<file path="src/rtl/serial_subtractor_32.sv">
// Bit-serial a - b: one full-subtractor cell plus a borrow flop, LSB first, one bit per clock.
// Latency: start accepted at edge k, result registered at edge k+N, done high the cycle after.
// Backpressure: none; start is ignored while busy, and results hold until the next completion.
module serial_subtractor_32 #(
  parameter int N = 32
) (
  input  logic         clk,
  input  logic         rst_n,
  input  logic         start,
  input  logic [N-1:0] a,
  input  logic [N-1:0] b,
  output logic [N-1:0] diff,
  output logic         borrow_out,
  output logic         overflow,
  output logic         busy,
  output logic         done
);

  localparam int CW = $clog2(N);

  typedef enum logic [1:0] {
    IDLE = 2'd0,
    RUN  = 2'd1,
    DONE = 2'd2
  } state_t;

  state_t         state;
  state_t         state_nxt;
  logic [CW-1:0]  cnt;
  logic [N-1:0]   a_sh;
  logic [N-1:0]   b_sh;
  // Holds the low N-1 result bits; the final bit goes straight into diff.
  logic [N-2:0]   res_sh;
  logic           br;

  logic           launch;
  logic           last_bit;
  logic           a_i;
  logic           b_i;
  logic           d_bit;
  logic           br_nxt;

  // A start is accepted whenever the datapath is not mid-operation.
  assign launch   = start && (state != RUN);
  assign last_bit = (state == RUN) && (cnt == CW'(N - 1));

  // Full-subtractor cell on the current LSBs of the operand shift registers.
  assign a_i    = a_sh[0];
  assign b_i    = b_sh[0];
  assign d_bit  = a_i ^ b_i ^ br;
  assign br_nxt = (~a_i & b_i) | (~(a_i ^ b_i) & br);

  // State register.
  always_ff @(posedge clk or negedge rst_n) begin
    if (!rst_n) begin
      state <= IDLE;
    end else begin
      state <= state_nxt;
    end
  end

  // Next-state logic; DONE can relaunch directly so back-to-back ops have no idle gap.
  always_comb begin
    state_nxt = state;
    case (state)
      IDLE:    state_nxt = start ? RUN : IDLE;
      RUN:     state_nxt = last_bit ? DONE : RUN;
      DONE:    state_nxt = start ? RUN : IDLE;
      default: state_nxt = IDLE;
    endcase
  end

  // Status outputs decoded from state; busy and done are mutually exclusive.
  always_comb begin
    busy = 1'b0;
    done = 1'b0;
    case (state)
      RUN:     busy = 1'b1;
      DONE:    done = 1'b1;
      default: ;
    endcase
  end

  // Operand capture and per-bit shifting; cnt saturates at N-1 and restarts on launch.
  always_ff @(posedge clk or negedge rst_n) begin
    if (!rst_n) begin
      a_sh   <= '0;
      b_sh   <= '0;
      res_sh <= '0;
      br     <= 1'b0;
      cnt    <= '0;
    end else if (launch) begin
      a_sh <= a;
      b_sh <= b;
      br   <= 1'b0;
      cnt  <= '0;
    end else if (state == RUN) begin
      a_sh       <= a_sh >> 1;
      b_sh       <= b_sh >> 1;
      res_sh     <= res_sh >> 1;
      res_sh[N-2] <= d_bit;
      br         <= br_nxt;
      if (!last_bit) begin
        cnt <= cnt + CW'(1);
      end
    end
  end

  // Visible results change only on the final bit, so partial sums never leak out.
  // On that bit a_i/b_i are the operand MSBs, which is all signed overflow needs.
  always_ff @(posedge clk or negedge rst_n) begin
    if (!rst_n) begin
      diff       <= '0;
      borrow_out <= 1'b0;
      overflow   <= 1'b0;
    end else if (last_bit) begin
      diff       <= {d_bit, res_sh};
      borrow_out <= br_nxt;
      overflow   <= (a_i ^ b_i) & (d_bit ^ a_i);
    end
  end

endmodule
</file>
<file path="config.mk">
export PLATFORM = sky130hd
export DESIGN_NAME = serial_subtractor_32
export DESIGN_NICKNAME = d
export VERILOG_FILES = /design/src/rtl/serial_subtractor_32.sv
export SDC_FILE = /design/constraint.sdc
export NUM_CORES = 1
export LEC_CHECK = 0
export ABC_AREA = 0
export CORE_ASPECT_RATIO = 1.75
export CORE_MARGIN = 3
export CORE_UTILIZATION = 47
export DETAILED_ROUTE_END_ITERATION = 10
export GPL_TIMING_DRIVEN = 1
export PLACE_DENSITY_LB_ADDON = 0.25
export SLEW_MARGIN = 20
export SYNTH_ARGS = -nofsm -noshare
export SYNTH_HDL_FRONTEND = slang
export SYNTH_SLANG_ARGS = --single-unit
</file>
<file path="constraint.sdc">
create_clock -name clk -period 2.01 [get_ports clk]
set_clock_uncertainty 0.2 [all_clocks]
set_input_delay 0.402 -clock clk [delete_from_list [all_inputs] [get_ports clk]]
set_output_delay 0.402 -clock clk [all_outputs]
set_load 0.01 [all_outputs]
</file>
==> results of run 1 <==
[stage by stage]
stage / hold slack, ns / utilization (%) / std cells
floorplan: -0.09359 / - / 521
finish: 0.2692 / 65.36 / 812
global route: 0.2983 / 65.36 / 812
detailed placement: 0.1371 / 58.67 / 771
global placement: 0.1322 / 58.67 / 771
CTS: 0.2736 / 63.81 / 807
[Yosys cell counts]
cell type  instances  share of area [%]
nand2_1          158                 10
clkbuf_1           8               0.52
ha_1               3               0.65
nor3b_1            1               0.13
buf_2              7               0.60
a31oi_1            2               0.22
buf_4             13                1.7
nand3b_1           1               0.13
o31ai_1            1               0.13
nor2_1             3               0.19
dfrtp_1          137                 59
buf_6              3               0.58
fa_1               1               0.35
nand2b_1           1               0.11
a21oi_1            1              0.086
mux2i_1           64                 11
a22o_1             2               0.30
clkbuf_4           2               0.26
o21ai_1           30                2.6
nand4b_1           1               0.15
o21ai_0           37                3.2
nor2b_1            1               0.11
and3_1             1               0.11
inv_4              1               0.11
or3_1              1               0.11
mux2_2            29                5.6
inv_1              4               0.26
xor2_1             1               0.15
nand3_1            3               0.26
mux2_4             3               0.78
o22ai_1            1               0.11
[area by class of cell]
type / count / area [µm²]
fill: 953 / 4158
tap: 165 / 206.4
timing repair buffer: 127 / 1404
sequential: 137 / 3428
clock inverter: 14 / 112.6
multi-input combinational: 346 / 2233
clock buffer: 18 / 439.2
inverter: 5 / 21.27
[critical path: stages, from the launching register on]
cell       delay [ns]
dfrtp_1          0.40
ha_2             0.22
and3_4           0.19
ha_4             0.15
nand3b_1         0.17
buf_6            0.16
clkbuf_16        0.15
mux2_4           0.30
[state kept, by name (all words and copies together), names as in the netlist]
register,flops
a_sh,32
b_sh,32
diff,32
res_sh,31
cnt,5
state,2
borrow_out,1
br,1
overflow,1
[kinds of logic (layout without fill, tap and decap cells)]
| family | Yosys count | in the layout |
|---|---|---|
| XOR/XNOR | 1 | 1 |
| buffers and inverters | 38 | 164 |
| AND/OR/NAND/NOR | 171 | 171 |
| flip-flops | 137 | 137 |
| AO/OA/AOI/OAI | 74 | 74 |
| multiplexers | 96 | 96 |
| adder cells (fa/ha/maj) | 4 | 4 |
[metal layers]
metal | routed length (µm) | part of all wire (%) | vias to the layer above
met1 | 5242 | 42 | 1950
li1 | - | - | 1967
met4 | 187 | 1.5 | 0
met3 | 446 | 3.6 | 13
met5 | 0 | 0 | -
met2 | 6675 | 53 | 89
[where the power goes]
part / internal (mW) / switching (mW)
registers: 3.86 / 0.706
clock network: 1.64 / 1.23
logic: 1.45 / 1.40
[worst max path at each step]
stage,startpoint,to,slack (ns),cells past startpoint
floorplan,cnt[0],diff[28],0.03,7
global placement,cnt[0],diff[10],0.03,6
detailed placement,cnt[0],diff[12],-0.04,6
CTS,cnt[1],diff[20],-0.01,7
global route,cnt[1],cnt[2],-0.12,8
finish,cnt[1],diff[11],-0.05,7
[layout by cell type (no fill, tap or decap), types with 4 or more instances in the layout]
cell type	instances
nand2_1	158
mux2i_1	64
clkinvlp_4	4
mux2_2	12
clkdlybuf4s50_1	98
buf_4	9
o21ai_1	29
mux2_4	20
o21ai_0	37
dfrtp_1	137
buf_12	9
inv_1	4
inv_6	5
buf_6	4
clkbuf_16	20
[timing repair]
item                                   in CTS  in global routing
setup endpoints to repair                  33                 35
buffers inserted                            2                  2
pin swaps                                   0                  2
endpoints found under the hold margin      34                  0
hold buffers                                1                  0
cloned                                      1                  3
resized for setup                           4                 25
==> out/results.txt, run 1 <==
DP Worst Slack = -0.04461 ns
Largest family of logic cells by synthesized area = multiplexers
Drc violations = 0
Skew-Pair Late Insertion Delay = 0.40 ns
Starting Density = 48.25%
Worst Tran Pin Value = 0.5892 ns
Failing checks = setup timing
Fin Setup TNS = -1.278 ns
Outcome = finished, violations left
Total grt overflow = 0
CTS Buf Count = 17
Via/cell ratio = 4.950
Yosys cell types = 31
Reg-to-reg endpoint = diff[11]
Placed inst area = 0.007042 mm²
Simple-gate share of the synthesized area = 11.54%
PnR worst setup slack = -0.04937 ns
Detailed router's first-iteration violation count = 200
Cell Rows = 53
Initial antenna violation count = 0
Largest net degree at the start of global routing = 162
WP data arrival = 2.15 ns
Synthesized area = 0.005792 mm²
Vias in the first global route = 4,189
Fin. max-slew vios = 0
RSZ-0062 raised after global routing = yes
M1 GR Usage = 21.91%
TritonCTS clock tree = built
Nets = 705
Clock Tree Buf Depth = 2
Yosys reg bits = 137
Power Total = 10.28 mW
Hpwl dp = 7638 µm
Leakage = 3.768 nW
Pwr/cell area = 1310 mW/mm²
Die Width = 89.92 µm
CP required = 2.10 ns
IO Pins = 103
Max Fclk = 485.6 MHz
Max_slew headroom = 60.72%
Ys Warns = 0
Min cycle time layout = 2.059 ns
Internal reg-to-reg setup slack = -0.05 ns
CP endpoint kind = flip-flop
Final hold violation count = 0
WL/cell = 15.46 µm
Mapped Cells = 521
R2R Path Start = cnt[1]
CTS root buffer = clkbuf_16
Seq/Total Area, Yosys = 59.19%
M3 GR Usage = 4.776%
DIE AREA = 0.01374 mm²
Number of antenna diodes = 0
Met2 global-route usage = 31.54%
Worst VDD drop = 0.8126 mV
Via count = 4,019
Period utilization = 102.5%
R2R depth = 7
Drt pass-1 iters = 4
Worst Hold Class = input port to asynchronous set/reset pin
Critical path class = flip-flop to flip-flop
RD Place Congestion = 0.7188
Global-route usage over all layers = 18.22%
Critical Path Fanout Max = 6
Synthesis-to-finish area growth = 35.45%
Global routing's busiest layer = met2
Post-route ant nets = 0
H-tree Lvls = 4
Post-Synthesis Net Count = 592
Syn Area/Cell = 11.12 µm²
Post-Synth XOR/XNOR Area = 0.1512%
Number of max-cap violations = 0
Port Buffers = 102
Global-route wire length before repair = 20,280 µm
Fin area = 0.007845 mm²
Reg clk slew, reported paths = 0.06 ns
Final setup fails = 34
CP Launch Type = flip-flop
Mux share of post-synthesis cell area = 17.48%
Layout cell share with drive strength beyond 1 = 14.84%
Final WL = 12,550 µm
Synth Area in Compound Gates = 6.632%
Adder-Cell Fraction of Synth Area = 0.9937%
Core area = 0.01200 mm²
Die height = 152.9 µm
Sink Count = 137
Note: power is estimated with default switching activity, not from simulation.
==> run 2: changes to the inputs <==
CTS_CLUSTER_SIZE = 16   (was unset)
==> results of run 2 <==
Final layout, timing and power as in run 1 (identical DEF).
==> run 3: changes to the inputs <==
CORE_ASPECT_RATIO = unset   (was 1.75)
==> out/results.txt, run 3 (synthesis gave the netlist of run 1 again) <==
Critical Path Fanout Max = 6 (unchanged)
Nets = 703 (-0.28%)
Synthesis-to-finish area growth = 34.28%
Global routing's busiest layer = met2
RD Place Congestion = 0.7347 (+2.2%)
RSZ-0062 raised after global routing = yes
Detailed router's first-iteration violation count = 255 (+28%)
Failing checks = setup timing
Fillers = 917 (-3.8%)
Clock Tree Buf Depth = 2 (unchanged)
Final Non-Filler Cells = 788 (-3.0%)
Most frequent cells in the layout = nand2_1 (158), dfrtp_1 (137), clkdlybuf4s50_1 (98)
Sink Count = 137 (unchanged)
Cell count after placement = 749 (-2.9%)
Drt pass-1 iters = 4 (unchanged)
Max_slew headroom = 61.29% (+0.57 points)
Reg clk slew, reported paths = 0.06 ns (about the same)
Final setup fails = 2 (-94%)
Final hold violation count = 0 (unchanged)
Period utilization = 100.1% (-2.3 points)
Number of antenna diodes = 0 (unchanged)
Layout cell share with drive strength beyond 1 = 13.80% (-1.0 points)
Fin. max-slew vios = 0 (unchanged)
H-tree Lvls = 4 (unchanged)
Critical path class = flip-flop to flip-flop
M1 GR Usage = 22.89% (+0.98 points)
Outcome = finished, violations left
Met2 global-route usage = 29.88% (-1.7 points)
Pwr/cell area = 1345 mW/mm² (+2.7%)
Global-route wire length before repair = 19,350 µm (-4.6%)
Skew-Pair Late Insertion Delay = 0.41 ns (about the same)
Reg area = 0.003428 mm² (unchanged)
Power Total = 10.46 mW (+1.8%)
Max Fclk = 496.8 MHz (+2.3%)
IO Pins = 103 (unchanged)
Global-route usage over all layers = 18.23% (about the same)
Footprint of the multi-input gates = 0.002218 mm² (-0.67%)
Drc violations = 0 (unchanged)
Via/cell ratio = 5.047 (+2.0%)
CTS root buffer = clkbuf_16
Hpwl dp = 7557 µm (-1.1%)
WL/cell = 14.98 µm (-3.1%)
Number of max-cap violations = 0 (unchanged)
Via count = 3,977 (-1.0%)
PnR worst setup slack = -0.002988 ns (+0.04638 ns)
Worst Tran Pin Value = 0.5807 ns (-0.008510 ns)
Final WL = 11,810 µm (-5.9%)
TritonCTS clock tree = built
Core area = 0.01171 mm² (-2.4%)
Starting Density = 49.46% (+1.2 points)
M3 GR Usage = 5.861% (+1.1 points)
Worst Hold Class = flip-flop to flip-flop
Total grt overflow = 0 (unchanged)
Largest net degree at the start of global routing = 162 (unchanged)
Most common cell after layout, fill and taps aside = nand2_1
CP Launch Type = flip-flop
Leakage = 3.751 nW (-0.45%)
Hold WS = 0.2738 ns (+0.004545 ns)
WP data arrival = 2.11 ns (-0.04 ns)
CTS Buf Count = 17 (unchanged)
Cell Rows = 39 (-26%)
Worst VDD drop = 0.6862 mV (-16%)
CP endpoint kind = flip-flop
Port Buffers = 102 (unchanged)
CP required = 2.11 ns (about the same)
Die Width = 117.0 µm (+30%)
Post-route ant nets = 0 (unchanged)
DIE AREA = 0.01369 mm² (-0.38%)
Vias in the first global route = 4,150 (-0.93%)
Biggest regs = a_sh: 32 flops, b_sh: 32 flops, diff: 32 flops
Initial antenna violation count = 0 (unchanged)
Min cycle time layout = 2.013 ns (-0.04638 ns)
Die height = 117.0 µm (-23%)
==> run 3: cell count changes in the layout (fill, tap and decap cells not counted), sizes merged, moves of 2 or more <==
cell      previous run  this run
inv                 11         5
clkinvlp             4         2
bufinv               0         3
clkbuf              21        28
clkinv               4         2
==> run 3: critical path, stage by stage (launching register included) <==
cell and delay [ns]:
dfrtp_1 0.39, ha_2 0.20, and3_4 0.18, ha_4 0.15, nand3b_1 0.17, buf_6 0.16
clkbuf_16 0.15, mux2_4 0.30
==> run 3: through the flow <==
stage	cell area [µm²]	setup TNS (ns)	utilization [%]	setup WS (ns)
final	7777	-0.003315	66.41	-0.002988
after detailed placement	6989	-0.3769	59.68	-0.02616
after global routing	7777	-2.218	66.41	-0.08368
after global placement	6989	0	59.68	0.02756
after floorplan	5798	0	-	0.03006
after CTS	7656	-0.1704	65.37	-0.01424
==> run 3: final cells by class <==
cell class | instances | area share (%)
clock buffer | 25 | 6.242
clock inverter | 7 | 1.480
inverter | 5 | 0.2735
multi-input combinational | 346 | 28.52
sequential | 137 | 44.08
tap | 143 | 2.301
timing repair buffer | 125 | 17.10
==> run 3: final timing paths <==
kind,startpoint,to,slack [ns],cells after the start
worst max-delay path,cnt[1],diff[1],-0.003,7
worst min-delay path,b_sh[28],b_sh[27],0.27,2
worst max register to register,cnt[1],diff[1],-0.003,7
worst min register to register,b_sh[28],b_sh[27],0.27,2
max in group asynchronous,rst_n,diff[17],0.71,3
min in group asynchronous,rst_n,res_sh[7],0.29,2
==> run 3: timing repair <==
item / CTS / global route
endpoints found under the hold margin: 44 / 0
hold buffers: 1 / 0
setup buffers: 2 / 2
cloned: 1 / 2
pin swaps: 0 / 2
endpoints found under the setup margin: 24 / 37
gates resized for setup: 6 / 23
==> run 3: routing by layer <==
metal | vias to the layer above | wire (µm)
met5 | - | 0
met4 | 0 | 93
met3 | 9 | 553
li1 | 1970 | -
met2 | 70 | 5891
met1 | 1928 | 5267
==> run 3: report_power, final <==
part | internal, mW | switching (mW) | total [mW]
registers | 3.86 | 0.681 | 4.54
logic | 1.42 | 1.37 | 2.79
clock network | 2.05 | 1.09 | 3.13
total | 7.32 | 3.14 | 10.5
